$ cat src/rtl/mem_if_pkg.sv
// Shared definitions for data-memory initiators and the CPU-side port mux.
// Holds the scanner state type, the word size in bytes and the default bus widths.
package mem_if_pkg;

    localparam int DATA_W_DEF = 32;
    localparam int ADDR_W_DEF = 32;
    localparam int WORD_BYTES = 4;

    typedef enum logic [2:0] {
        ST_IDLE   = 3'd0,
        ST_READ   = 3'd1,
        ST_WR_MAX = 3'd2,
        ST_WR_IDX = 3'd3,
        ST_DONE   = 3'd4
    } scan_state_e;

endpackage

$ cat src/rtl/max_tracker.sv
// Registered running maximum (signed) with the index where it was found.
// first loads unconditionally; later samples replace only when strictly greater.
module max_tracker
    import mem_if_pkg::*;
#(
    parameter int DATA_W = DATA_W_DEF,
    parameter int CNT_W  = 16
) (
    input  logic              clk,
    input  logic              rst,
    input  logic              clear,
    input  logic              en,
    input  logic              first,
    input  logic [DATA_W-1:0] value,
    input  logic [CNT_W-1:0]  index,
    output logic [DATA_W-1:0] max_val,
    output logic [CNT_W-1:0]  max_idx
);

    logic take;

    // Strict compare keeps the first occurrence on ties.
    assign take = en && (first || ($signed(value) > $signed(max_val)));

    always_ff @(posedge clk) begin
        if (rst || clear) begin
            max_val <= '0;
            max_idx <= '0;
        end else if (take) begin
            max_val <= value;
            max_idx <= index;
        end
    end

endmodule

$ cat src/rtl/array_max_scanner.sv
// Memory-initiator engine: scans COUNT words from base_addr for the signed maximum,
// then writes the maximum and its index to result_addr and result_addr+4.
//
// state     | meaning
// ----------+--------------------------------------------------
// ST_IDLE   | waiting for start; port released (busy=0)
// ST_READ   | one element read per cycle at base+4*i
// ST_WR_MAX | write max_val to result_addr
// ST_WR_IDX | write zero-extended max_idx to result_addr+4
// ST_DONE   | one-cycle done pulse, then back to idle
module array_max_scanner
    import mem_if_pkg::*;
#(
    parameter int DATA_W = DATA_W_DEF,
    parameter int ADDR_W = ADDR_W_DEF,
    parameter int CNT_W  = 16
) (
    input  logic              clk,
    input  logic              rst,
    input  logic              start,
    input  logic [ADDR_W-1:0] base_addr,
    input  logic [CNT_W-1:0]  count,
    input  logic [ADDR_W-1:0] result_addr,
    output logic              busy,
    output logic              done,
    output logic [DATA_W-1:0] max_val,
    output logic [CNT_W-1:0]  max_idx,
    output logic [ADDR_W-1:0] Address,
    output logic [DATA_W-1:0] Write_Data,
    output logic              Mem_Read,
    output logic              Mem_Write,
    input  logic [DATA_W-1:0] Read_Data
);

    localparam logic [ADDR_W-1:0] WORD_MASK  = ~ADDR_W'(WORD_BYTES - 1);
    localparam logic [ADDR_W-1:0] WORD_STEP  = ADDR_W'(WORD_BYTES);

    scan_state_e       state, state_nxt;
    logic [ADDR_W-1:0] base_q, res_q;
    logic [CNT_W-1:0]  last_q, idx_q;
    logic              accept;

    assign accept = (state == ST_IDLE) && start;

    always_ff @(posedge clk) begin
        if (rst) begin
            state  <= ST_IDLE;
            base_q <= '0;
            res_q  <= '0;
            last_q <= '0;
            idx_q  <= '0;
        end else begin
            state <= state_nxt;
            if (accept) begin
                base_q <= base_addr & WORD_MASK;
                res_q  <= result_addr & WORD_MASK;
                last_q <= count - CNT_W'(1);
                idx_q  <= '0;
            end else if (state == ST_READ) begin
                idx_q  <= idx_q + CNT_W'(1);
            end
        end
    end

    always_comb begin
        state_nxt = state;
        unique case (state)
            ST_IDLE:   if (start) state_nxt = (count == '0) ? ST_DONE : ST_READ;
            ST_READ:   if (idx_q == last_q) state_nxt = ST_WR_MAX;
            ST_WR_MAX: state_nxt = ST_WR_IDX;
            ST_WR_IDX: state_nxt = ST_DONE;
            ST_DONE:   state_nxt = ST_IDLE;
            default:   state_nxt = ST_IDLE;
        endcase
    end

    // Port outputs depend only on registered state so they are stable for the whole cycle.
    always_comb begin
        busy       = (state != ST_IDLE);
        done       = (state == ST_DONE);
        Mem_Read   = 1'b0;
        Mem_Write  = 1'b0;
        Address    = '0;
        Write_Data = '0;
        unique case (state)
            ST_READ: begin
                Mem_Read = 1'b1;
                Address  = base_q + ADDR_W'(idx_q) * WORD_STEP;
            end
            ST_WR_MAX: begin
                Mem_Write  = 1'b1;
                Address    = res_q;
                Write_Data = max_val;
            end
            ST_WR_IDX: begin
                Mem_Write  = 1'b1;
                Address    = res_q + WORD_STEP;
                Write_Data = DATA_W'(max_idx);
            end
            default: ;
        endcase
    end

    max_tracker #(
        .DATA_W (DATA_W),
        .CNT_W  (CNT_W)
    ) u_max_tracker (
        .clk     (clk),
        .rst     (rst),
        .clear   (accept),
        .en      (state == ST_READ),
        .first   (idx_q == '0),
        .value   (Read_Data),
        .index   (idx_q),
        .max_val (max_val),
        .max_idx (max_idx)
    );

endmodule

$ cat config.mk
export PLATFORM = sky130hd
export DESIGN_NAME = array_max_scanner
export DESIGN_NICKNAME = d
export VERILOG_FILES = /design/src/rtl/mem_if_pkg.sv /design/src/rtl/max_tracker.sv /design/src/rtl/array_max_scanner.sv
export SDC_FILE = /design/constraint.sdc
export NUM_CORES = 1
export LEC_CHECK = 0
export CORE_MARGIN = 1
export CORE_UTILIZATION = 40
export CTS_CLUSTER_SIZE = 24
export DETAILED_ROUTE_END_ITERATION = 6
export PLACE_DENSITY_LB_ADDON = 0.12
export SYNTH_ARGS = -nofsm -noshare
export SYNTH_HDL_FRONTEND = slang
export SYNTH_SLANG_ARGS = --single-unit
$ cat constraint.sdc
create_clock -name clk -period 2.84 [get_ports clk]
set_clock_uncertainty 0.05 [all_clocks]
set_input_delay 0.426 -clock clk [delete_from_list [all_inputs] [get_ports clk]]
set_output_delay 0.426 -clock clk [all_outputs]
set_load 0.05 [all_outputs]
# Yosys cells after proc, flatten, opt, wreduce, memory -nomap -nowiden
# Cells that the tools add are included.
dict set report word_totals {
  register_bits 143
  inputBits 115
  out_inout_bits 116
  elab_cells 38
}
dict set report op_classes {
  add_sub_neg 4
  magnitude_cmp 1
  n_eq_ne 7
  mux 8
  reduce_logical 11
}
# cell n
set op_table {}
lappend op_table {{32-bit one-hot mux with 3 select lines} 1}
lappend op_table {{32-bit one-hot mux with 2 select lines} 1}
lappend op_table {{32-bit by 18-bit adder with 32-bit output} 1}
lappend op_table {{32-bit by 3-bit adder with 32-bit output (second input constant)} 1}
lappend op_table {{32-bit > comparator} 1}
lappend op_table {{16-bit logical NOT} 2}
lappend op_table {{16-bit by 1-bit adder with 16-bit output (second input constant)} 1}
lappend op_table {{16-bit == test} 1}
lappend op_table {{16-bit by 1-bit subtractor with 16-bit output (second input constant)} 1}
lappend op_table {{3-bit one-hot mux with 4 select lines} 1}
lappend op_table {{3-bit two-way mux} 3}
lappend op_table {{3-bit by 2-bit == test with 1-bit output (second input constant)} 2}
lappend op_table {{2-bit != test (second input constant)} 2}
lappend op_table {{2-bit OR reduction} 2}
lappend op_table {{3-bit by 1-bit == test with 1-bit output (second input constant)} 1}
lappend op_table {{3-bit == test (second input constant)} 1}
lappend op_table {{3-bit logical NOT} 1}
lappend op_table {{3-bit nonzero test} 1}
lappend op_table {{1-bit logical AND} 2}
lappend op_table {{1-bit logical OR} 2}
lappend op_table {{1-bit two-way mux} 2}
lappend op_table {{2-bit AND reduction} 1}

# Logic depth before layout (Yosys ltp)
dict set report logic_depth {
  word_depth 4
  ltp_mapped 12
  mapped_depth_nobuf 11
}

# Modules after synthesis
# Synthesis repeated with hierarchy kept, for this count alone.
dict set report hier_totals {
  cells_unflattened 1162
  area_unflattened_um2 8937.3
}
# mod instances cells_each area_per_inst_um2 seq_area_each_um2
set by_module_without_submodules {}
lappend by_module_without_submodules {array_max_scanner 1 833 6185.9 1901.8}
lappend by_module_without_submodules {max_tracker 1 329 2751.4 960.9}

# Worst setup path after synthesis
# Ideal clock, no wire load.
dict set report synth_path {
  path_kind {register -> output}
  from {register idx_q[1]}
  to {output port Address[15]}
  t_arrival_ns 2.914
  required_time_ns 2.364
  path_slack_ns -0.550
  path_stages_with_launch 10
  path_buffers 0
  path_cell_list {dfxtp_1 -> ha_1 -> a211oi_1 -> o211ai_1 -> nand3_1 -> o21ai_0 -> a21o_1 -> a21oi_1 -> xor2_1 -> o21ai_0}
}
dict set report synth_via {
  elab_chain_cells 2
}
# element line
set synth_lines {}
lappend synth_lines {{start, declared} array_max_scanner.sv:40} ;# logic [CNT_W-1:0] last_q, idx_q;
lappend synth_lines {{start signal, assigned} array_max_scanner.sv:60} ;# idx_q <= idx_q + CNT_W'(1);
lappend synth_lines {{32-bit by 18-bit adder with 32-bit output} array_max_scanner.sv:88} ;# Address = base_q + ADDR_W'(idx_q) * WORD_STEP;
lappend synth_lines {{32-bit one-hot mux with 3 select lines} array_max_scanner.sv:85} ;# unique case (state)
lappend synth_lines {{end, declared} array_max_scanner.sv:28} ;# output logic [ADDR_W-1:0] Address,
# Every way passes these cells.

# Worst setup path in the final report
dict set report layout_path {
  from {register base_q[2]}
  to {output port Address[15]}
}
dict set report layout_via {
  elab_chain_cells 2
}
# element line
set layout_lines {}
lappend layout_lines {{start, declared} array_max_scanner.sv:39} ;# logic [ADDR_W-1:0] base_q, res_q;
lappend layout_lines {{start signal, assigned} array_max_scanner.sv:55} ;# base_q <= base_addr & WORD_MASK;
lappend layout_lines {{32-bit by 18-bit adder with 32-bit output} array_max_scanner.sv:88}
lappend layout_lines {{32-bit one-hot mux with 3 select lines} array_max_scanner.sv:85}
# Every way passes these cells.

==> results.cfg <==
[run_status]
status = complete, but fails checks
failed_checks = setup timing

[clock_tree]
hold_buffers = 0
clkLatencyLatePin_ns = 0.43
cts_max_level = 4
cts_made_buffers = 17
clock_sinks = 143
clk_pin_slew_worst_paths_ns = 0.06
clockRootBuffer = clkbuf_16
cts_buffer_depth = 2
cts_tree = yes

[yosys]
yosysSeqAreaShare = 0.3323
async_reset_ff_frac = 0
synth_edf_count = 0
synth_cell_types = 57
synth-seq-cells = 143
yosys_most_used_dff = dfxtp_1
syn-cell-area_um2 = 8616
yosys_warnings = 0
avgSynthCellArea_um2 = 7.611
synth_cells = 1132

[timing]
hold_viol = 0
fin_ws_ns = -0.5682
drv_slew = 0
whs_ns = 0.2644
timing.final.crit_share = 1.200
worst_pin_slew_ns = 0.6501
setup_viol = 28
slew_headroom = 0.5666
fmax_mhz = 293.4
finalCriticalPeriod_ns = 3.408
rsz0062_at_grt = yes

[global_routing]
grt_use_total = 0.2509
antenna_found_initial = 0
grt_pass1_vias = 8376
grt_max_degree = 93
grt.overflow.total = 0
grt_pass1_wl_um = 43750

[place]
gp_congestion = 0.8994
placed_cells = 1645
pre_cts_ws_ns = -0.3145
dp_hpwl_um = 20040
port_buffers = 224

[critical_path]
cp_slowest_cell = dfxtp_2
worstPathCellList = ha_4 -> buf_6 -> a211oi_4 -> o211ai_1 -> nand3_1 -> o21ai_2 -> buf_4 -> a21o_1 -> a21oi_1 -> xor2_1 -> o21ai_1 -> buf_12
path_delay_family = compound AO/OA/AOI/OAI gates
cp-end-kind = primary output
max_stage_delay_ns = 0.33
cp_num_buf_inv = 3
required_ns = 2.36
critPathArrivalTime_ns = 2.93
critical_path_class = register to primary output
path_max_fanout = 3
start_kind = register

[drt]
vias = 9071
drtAntennaViolNets = 0
wl_per_cell_um = 17.00
drt_first_pass_iters = 5
via_per_inst = 5.371
drt-initial-drc-count = 478
drc = 0
finalWirelength_um = 28720

[cells_and_area]
final_nets = 1568
drive_above_1_share = 0.2166
area_growth_pct = 60.03
fin_cells = 1689
final_common_cell = nand2_1
mostFrequentLayoutCells = nand2_1, clkdlybuf4s50_1, a21oi_1

[run]
maxCapViolCount = 0

[floorplan]
die_w_um = 148.8
initial_core_util = 0.4086
placementRows = 53
core_um2 = 21090
die_area_um2 = 22130
die_y_um = 148.8
num_io_pins = 231

[hold_path]
hold_class = primary input to register

[pwr]
p_total_mw = 6.631
p_per_area_nw_per_um2 = 480.9
power.leakage_nw = 5.115
peakVddDrop_mv = 0.4580
state kept, by name, indices dropped and copies added (netlist names):
register	cells
u_max_tracker.max_idx	16
last_q	16
idx_q	16
u_max_tracker.max_val	32
res_q	30
base_q	30
state	3
cells by family after synthesis:
group	after synthesis	synth area share
XOR/XNOR	89	0.09047
buffers and inverters	125	0.06157
other	1	0.0004352
AO/OA/AOI/OAI	306	0.2062
flip-flops	143	0.3323
AND/OR/NAND/NOR	413	0.2289
adder cells (fa/ha/maj)	53	0.07784
multiplexers	2	0.002324
where the power goes:
part           switching (mW)  internal [mW]  total [mW]  leakage [nW]
registers               0.146           2.15        2.30          1.17
clock network           0.879           1.59        2.46         0.302
logic                    1.08          0.784        1.87          3.64
total                    2.11           4.52        6.63          5.11
worst reg2reg max path, stage by stage, from the launching register on:
cell       delay [ns]
dfxtp_1          0.40
inv_1            0.08
ha_1             0.33
and4_1           0.21
a221oi_2         0.34
o31ai_2          0.17
o31a_1           0.33
buf_4            0.14
o21ai_4          0.18
buf_12           0.16
clkbuf_16        0.16
nand3_1          0.08
a21oi_1          0.17
per-layer routing:
layer  GRT usage  part of all wire
met3     0.05015             0.054
met2      0.3991              0.48
met5           0                 0
met4     0.07296             0.022
met1      0.3427              0.45
worst paths after layout:
check	startpoint	to	slack (ns)	depth (start not counted)
max	base_q[2]$_SDFFE_PP0P_	Address[15]	-0.57	12
min	Read_Data[1]	u_max_tracker.max_val[1]$_SDFFE_PP0P_	0.26	3
max reg2reg	u_max_tracker.max_val[31]$_SDFFE_PP0P_	u_max_tracker.max_val[7]$_SDFFE_PP0P_	-0.02	12
min reg2reg	base_q[16]$_SDFFE_PP0P_	base_q[16]$_SDFFE_PP0P_	0.41	2
cell usage after synthesis, types with 14 or more instances:
library cell / instances / area (µm²)
a211oi_1: 14 / 105.1
a21oi_1: 140 / 700.7
a22o_1: 17 / 148.9
and2_1: 19 / 118.9
clkbuf_1: 56 / 210.2
dfxtp_1: 143 / 2863
ha_1: 52 / 650.6
inv_1: 48 / 180.2
nand2_1: 164 / 615.6
nand3_1: 74 / 370.4
nand4_1: 25 / 156.4
nor2_1: 62 / 232.7
o21ai_0: 58 / 290.3
o21ai_1: 15 / 75.07
o22ai_1: 21 / 131.4
xnor2_1: 29 / 254.0
xor2_1: 60 / 525.5
stage by stage:
| stage | cell area, µm² | utilization | TNS, ns |
|---|---|---|---|
| 6_report | 13790 | 0.6539 | -8.937 |
| 5_1_grt | 13790 | 0.6537 | -15.57 |
| 4_1_cts | 13290 | 0.6301 | -9.239 |
| 3_5_place_dp | 12420 | 0.5888 | -15.11 |
| 3_3_place_gp | 12420 | 0.5888 | -11.91 |
| 2_1_floorplan | 8805 | - | -0.2372 |
final cells by class:
| cell class | instances | area (µm²) |
|---|---|---|
| diodes | 1 | 2.502 |
| clock buffers | 23 | 457.9 |
| clock inverters | 9 | 182.7 |
| fillers | 1763 | 7300 |
| inverters | 50 | 188.9 |
| multi-input cells | 865 | 5953 |
| flip-flops and latches | 143 | 2885 |
| well taps | 275 | 344.1 |
| repair buffers | 323 | 3774 |
timing repair:
item,4_1_cts,5_1_grt
cloned,0,3
setup buffers,3,9
pin swaps,32,47
endpoints found under the setup margin,25,73
resized for setup,50,68
(Power assumes the default switching activity.)
